===== src/rtl/spi_burst_ctrl.sv =====
// ============================================================================
// Module  : spi_burst_ctrl
// Brief   : Multi-byte SPI burst sequencer driving a byte-level SPI master.
// Revision: 1.0
// ============================================================================
`default_nettype none

module spi_burst_ctrl #(
  parameter int LEN_W    = 8,
  parameter int CS_SETUP = 4,
  parameter int CS_HOLD  = 4
) (
  input  logic             clk,
  input  logic             rst,
  input  logic             cmd_valid,
  output logic             cmd_ready,
  input  logic [LEN_W-1:0] cmd_len,
  input  logic [7:0]       tx_data,
  input  logic             tx_valid,
  output logic             tx_ready,
  output logic [7:0]       rx_data,
  output logic             rx_valid,
  output logic             done,
  output logic             cs_n,
  output logic             spi_start,
  output logic [7:0]       spi_data_in,
  input  logic             spi_busy,
  input  logic             spi_new_data,
  input  logic [7:0]       spi_data_out
);

  localparam int c_cnt_max = (CS_SETUP > CS_HOLD) ? CS_SETUP : CS_HOLD;
  localparam int c_cnt_w   = $clog2(c_cnt_max + 1);
  // FETCH supplies the last setup cycle, so SETUP itself runs CS_SETUP-1 cycles.
  localparam logic [c_cnt_w-1:0] c_setup_last = c_cnt_w'(CS_SETUP - 2);
  localparam logic [c_cnt_w-1:0] c_hold_last  = c_cnt_w'(CS_HOLD - 1);

  typedef enum logic [2:0] {
    ST_IDLE   = 3'd0,
    ST_SETUP  = 3'd1,
    ST_FETCH  = 3'd2,
    ST_LAUNCH = 3'd3,
    ST_XFER   = 3'd4,
    ST_HOLD   = 3'd5
  } state_t;

  state_t             r_state;
  logic [c_cnt_w-1:0] r_cnt;
  logic [LEN_W-1:0]   r_remaining;
  logic               r_cs_n;
  logic               r_spi_start;
  logic [7:0]         r_spi_data_in;
  logic [7:0]         r_rx_data;
  logic               r_rx_valid;
  logic               r_done;

  always_ff @(posedge clk or posedge rst) begin
    if (rst) begin
      r_state       <= ST_IDLE;
      r_cnt         <= '0;
      r_remaining   <= '0;
      r_cs_n        <= 1'b1;
      r_spi_start   <= 1'b0;
      r_spi_data_in <= 8'h00;
      r_rx_data     <= 8'h00;
      r_rx_valid    <= 1'b0;
      r_done        <= 1'b0;
    end else begin
      r_spi_start <= 1'b0;
      r_rx_valid  <= 1'b0;
      r_done      <= 1'b0;
      case (r_state)
        ST_IDLE: begin
          if (cmd_valid) begin
            r_remaining <= cmd_len;
            r_cnt       <= '0;
            if (cmd_len == '0) begin
              r_done <= 1'b1;
            end else begin
              r_cs_n  <= 1'b0;
              r_state <= (CS_SETUP <= 1) ? ST_FETCH : ST_SETUP;
            end
          end
        end
        ST_SETUP: begin
          if (r_cnt == c_setup_last) begin
            r_cnt   <= '0;
            r_state <= ST_FETCH;
          end else begin
            r_cnt <= r_cnt + c_cnt_w'(1);
          end
        end
        ST_FETCH: begin
          if (tx_valid) begin
            r_spi_data_in <= tx_data;
            r_spi_start   <= !spi_busy;
            r_state       <= ST_LAUNCH;
          end
        end
        ST_LAUNCH: begin
          // A busy master on entry defers the pulse until it goes idle.
          if (r_spi_start) begin
            r_state <= ST_XFER;
          end else if (!spi_busy) begin
            r_spi_start <= 1'b1;
          end
        end
        ST_XFER: begin
          if (spi_new_data) begin
            r_rx_data  <= spi_data_out;
            r_rx_valid <= 1'b1;
            if (r_remaining != '0) begin
              r_remaining <= r_remaining - LEN_W'(1);
            end
            if (r_remaining <= LEN_W'(1)) begin
              r_cnt   <= '0;
              r_state <= ST_HOLD;
            end else begin
              r_state <= ST_FETCH;
            end
          end
        end
        ST_HOLD: begin
          if (r_cnt == c_hold_last) begin
            r_cnt   <= '0;
            r_cs_n  <= 1'b1;
            r_done  <= 1'b1;
            r_state <= ST_IDLE;
          end else begin
            r_cnt <= r_cnt + c_cnt_w'(1);
          end
        end
        default: r_state <= ST_IDLE;
      endcase
    end
  end

  assign cmd_ready   = (r_state == ST_IDLE);
  assign tx_ready    = (r_state == ST_FETCH);
  assign cs_n        = r_cs_n;
  assign spi_start   = r_spi_start;
  assign spi_data_in = r_spi_data_in;
  assign rx_data     = r_rx_data;
  assign rx_valid    = r_rx_valid;
  assign done        = r_done;

endmodule

`default_nettype wire


===== config.mk =====
export PLATFORM = sky130hd
export DESIGN_NAME = spi_burst_ctrl
export DESIGN_NICKNAME = d
export VERILOG_FILES = /design/src/rtl/spi_burst_ctrl.sv
export SDC_FILE = /design/constraint.sdc
export NUM_CORES = 1
export LEC_CHECK = 0
export CAP_MARGIN = 10
export CELL_PAD_IN_SITES_DETAIL_PLACEMENT = 2
export CELL_PAD_IN_SITES_GLOBAL_PLACEMENT = 2
export CORE_UTILIZATION = 32
export CTS_CLUSTER_DIAMETER = 100
export CTS_CLUSTER_SIZE = 8
export DETAILED_ROUTE_END_ITERATION = 8
export PLACE_DENSITY = 0.82
export SYNTH_ARGS = -nofsm -noshare
export SYNTH_HDL_FRONTEND = slang
export SYNTH_SLANG_ARGS = --single-unit

===== constraint.sdc =====
create_clock -name clk -period 3.3 [get_ports clk]
set_input_delay 0.495 -clock clk [delete_from_list [all_inputs] [get_ports clk]]
set_output_delay 0.495 -clock clk [all_outputs]
set_load 0.05 [all_outputs]

### Word level (Yosys, flattened, before mapping)

Cells that the tools add are included.

| word-level totals | value |
|---|---|
| register bits after elaboration | 34 |
| input bits | 30 |
| output and inout port bits | 22 |
| logic and storage cells | 74 |

| cells by class | value |
|---|---|
| add/subtract/negate cells | 2 |
| muxes and demuxes | 33 |
| equality and inequality tests | 16 |
| order comparisons | 1 |
| reduce and logical (&&, ||, !) cells | 13 |

Operators with widths:

| operator | number |
|---|---|
| $mux W3 | 13 |
| $mux W8 | 3 |
| $ne A2 B2 Y1 const B | 9 |
| $pmux W3 S6 | 1 |
| $pmux W8 S2 | 1 |
| $eq A3 B2 Y1 const B | 4 |
| $pmux W3 S4 | 1 |
| $reduce_and A4 Y1 | 3 |
| $mux W1 | 11 |
| $le A8 B1 Y1 const B | 1 |
| $logic_not A8 Y1 | 1 |
| $reduce_bool A8 Y1 | 1 |
| $sub A8 B1 Y8 const B | 1 |
| $reduce_and A7 Y1 | 1 |
| $eq A3 B3 Y1 const B | 2 |
| $pmux W1 S2 | 3 |
| $reduce_and A2 Y1 | 2 |
| $reduce_bool A2 Y1 | 2 |
| $reduce_bool A4 Y1 | 1 |
| $add A3 B1 Y3 const B | 1 |
| $eq A3 B1 Y1 const B | 1 |
| $logic_not A3 Y1 | 1 |
| $logic_not A1 Y1 | 1 |

### Longest topological paths before layout

| logic depth | value |
|---|---|
| depth in word-level cells | 4 |
| mapped depth | 6 |
| depth with buffers taken out | 6 |

### Least setup slack after synthesis

OpenSTA, ideal clock, no wires.

| timing path | value |
|---|---|
| kind | register to output |
| start | register r_state[1] |
| end | output cmd_ready |
| buffers on the path | 0 |
| data required time | 2.805 ns |
| slack | 1.437 ns |
| arrival time | 1.368 ns |
| cell stages (with the launch flop) | 3 |
| cell sequence | dfrtp_1 or2_1 nor2_1 |

| between the ends | value |
|---|---|
| cells in the longest elaborated chain, start to end | 1 |

RTL lines:

| what | line | text |
|---|---|---|
| start: declaration | 47 | `state_t r_state;` |
| start signal: assignment | 81 | `r_state <= (CS_SETUP <= 1) ? ST_FETCH : ST_SETUP;` |
| $logic_not A3 Y1 | 138 | `assign cmd_ready = (r_state == ST_IDLE);` |
| end: declaration | 16 | `output logic cmd_ready,` |

Every way passes these cells.

### Worst setup path after layout

| timing path | value |
|---|---|
| start | register r_state[2] |
| end | output tx_ready |

| between the ends | value |
|---|---|
| cells in the longest elaborated chain, start to end | 1 |

RTL lines:

| what | line | text |
|---|---|---|
| $eq A3 B2 Y1 | 139 | `assign tx_ready = (r_state == ST_FETCH);` |
| end: declaration | 20 | `output logic tx_ready,` |

Every way passes these cells.

==> results.cfg <==
[status]
status = finished, final reports clean

[logic_synthesis]
synth_seq_cells = 34
netlist_area_um2 = 1890
avgSynthCellArea_um2 = 10.8
seq_area_frac_synth = 0.451
syn-instance-count = 175
synth.net_count = 211
synth_top_cell_by_area = dfrtp_1
synth_cell_type_count = 48
ys.flop_type = dfrtp_1
synth_warnings = 0
synth_area_leaders = dfrtp_1 (44%), mux2_4 (6.4%), mux2_1 (4.8%)
synth-edff-count = 0
synthArstFlopShare = 1.00
yosysTopAreaCellShare = 0.437

[detailed_routing]
routed_wl_mm = 5.28
drtIter0Drc = 56
antenna_left = 0
vias = 1565
vias_per_cell = 5.22
post_drt_wl_per_cell_um = 17.6
drt-pass1-iter-count = 4
drcViolationCount = 0

[final_layout]
antenna_cells = 0
layout-drive-gt1-share = 0.118
syn2layout_area_growth_pct = 34.7
nNetsFinal = 263
fin_cells = 300
utilization = 0.454
nFillCells = 612

[run]
drv_cap = 0

[sta]
worst_pin_slew_ns = 0.763
fin_skew_ns = 0.00383
fin_setup_tns_ns = 0
fin_crit_sh = 0.827
max_freq_mhz = 366
maxSlewHeadroom = 0.491
finalMaxSlewViolations = 0
hold_viol = 0
rsz0062_at_grt = no
finalSetupViolations = 0
period_minus_slack_ns = 2.73

[die]
die_w_um = 78.8
initial_core_util = 0.337
fp.coreArea_um2 = 5610
rows = 27
dieArea_um2 = 6210
die_h_um = 78.8
io_pins = 52

[cts]
clockRootBuffer = clkbuf_8
clock_latency_ns = 0.28
cts-resized-gates = 0
htreeDepth = 2
numCtsBuffers = 5
holdBufCountCts = 0
cts_sinks = 34
clkSlewWorstSetupHoldPaths_ns = 0.07
clockBufferDepth = 2
cts_setup_buffers = 0
cts_tree = built

[setup_path]
crit_chain = nand2b_4 > nor2_1 > clkdlybuf4s50_1
crit_type = reg -> out
max_stage_delay_ns = 0.85
path_max_fanout = 20
r2r_end = rx_data[2]
cp.required_ns = 2.80
crit_path_end_kind = primary output
worstReg2RegStart = r_state[2]
reg2regPathDepth = 3
crit_slowest_cell = clkdlybuf4s50_1
cp.arrival_ns = 2.23
cp-start-kind = flop
worst-r2r-setup-slack_ns = 1.15

[global_routing]
globalRouteOverflowTotal = 0
antenna_found_initial = 0
grt_pass1_wl_mm = 8.76
grt_usage = 0.185
grt_pass1_vias = 1697
grt_max_degree = 21

[power_and_ir_drop]
p_per_area_nw_per_um2 = 962
ir_drop_uv = 447
seqPwrFrac = 0.337
internal-power_uw = 1290
p_switching_uw = 1150
leakage_uw = 0.00105
p_clk_frac = 0.133
p_total_uw = 2450
combPwrFrac = 0.529
p_sw_frac = 0.472

[worst_hold_path]
min_to = rx_data[7]
hp-class = reg -> reg
worstHoldPathCells = 1
holdCritStartpoint = rx_data[7]

[placed_design]
dp.cells = 292
routabilityCongestion = 0.744
hpwl_mm = 3.88
numPortBuffers = 51
[how the worst max path moves through the flow]
stage / from / endpoint / depth (start not counted)
6_report: r_state[2] / tx_ready / 3
5_1_grt: r_state[2] / tx_ready / 3
4_1_cts: r_state[2] / tx_ready / 3
3_5_place_dp: r_state[2] / tx_ready / 3
3_3_place_gp: r_state[0] / cmd_ready / 3
2_1_floorplan: r_state[1] / cmd_ready / 2
[routing by layer]
| metal | GRT usage | wire (um) | up-vias |
|---|---|---|---|
| li1 | - | - | 737 |
| met1 | 0.238 | 2440 | 786 |
| met2 | 0.317 | 2590 | 36 |
| met3 | 0.0345 | 170 | 6 |
| met4 | 0.0491 | 72 | 0 |
| met5 | 0 | 0 | - |
[layout by cell type, fill, tap and decap left out, types with 2 or more instances in the layout]
cell / n
a211oi_2: 2
inv_1: 9
mux2_4: 8
nand3_1: 4
nor2_1: 14
nor3_1: 3
clkdlybuf4s50_1: 51
dfrtp_1: 33
nand2b_1: 3
clkbuf_8: 6
nor3b_1: 3
o2bb2ai_1: 4
ha_1: 6
a21oi_1: 10
a22oi_1: 3
o21ai_1: 11
mux2i_1: 2
mux2_1: 8
o21ai_0: 7
nand2_1: 6
a21o_1: 3
nor4_1: 3
nor2b_1: 3
[kinds of logic (layout without fill, tap and decap cells)]
kind of cell,Yosys count,in the layout,share of synthesized area
and+or+nand+nor,52,52,0.176
AOI/OAI and AO/OA,48,48,0.166
DFF,34,34,0.451
muxes,18,18,0.122
buffers and inverters,17,70,0.0451
adders and majority gates,6,6,0.0398
[stage by stage]
step	hold WS [ns]	worst slack, ns	instance area (um^2)
finish	0.486	0.571	2540
floorplan	0.485	1.44	1890
detailed placement	0.477	0.991	2450
global placement	0.467	0.995	2450
CTS	0.494	0.603	2540
global route	0.515	0.538	2540
[power groups by stage]
stage / clock [uW] / sequential (uW) / combinational (uW)
after floorplan: 0 / 1110 / 589
after global placement: 0 / 818 / 1260
after detailed placement: 0 / 828 / 1300
after CTS: 337 / 824 / 1310
after global routing: 354 / 858 / 1390
final: 326 / 825 / 1300
[sequential cells by signal, indices dropped and copies added, names as in the netlist]
register     flops
done             1
rx_data          8
spi_start        1
cs_n             1
r_state          3
rx_valid         1
r_cnt            3
spi_data_in      8
r_remaining      8
[critical path, delay by kind of cell, from the launching register on]
kind / cells / cell delay, ns
buf+inv: 1 / 0.85
flops: 1 / 0.62
simple gates: 2 / 0.48
[area by class of cell]
cell class	count	area, um^2	area share
Clock buffer	6	82.6	0.0325
Multi-Input combinational cell	124	951	0.374
Timing Repair Buffer	52	518	0.204
Sequential cell	34	852	0.335
Inverter	10	37.5	0.0148
Tap cell	72	90.1	0.0354
Clock inverter	2	12.5	0.00492
[synth_stat cells (3+ instances only)]
cell	instances
a21oi_1	10
a22oi_1	3
inv_1	9
ha_1	6
o21ai_0	7
nand2_1	6
nor2b_1	3
nand2b_1	3
nor2_1	14
nor4_1	3
o21ai_1	11
nor3_1	3
o2bb2ai_1	4
mux2_4	8
a21o_1	3
nor3b_1	3
mux2_1	8
nand3_1	4
dfrtp_1	33
No activity file was read; power rests on OpenSTA's default activity.
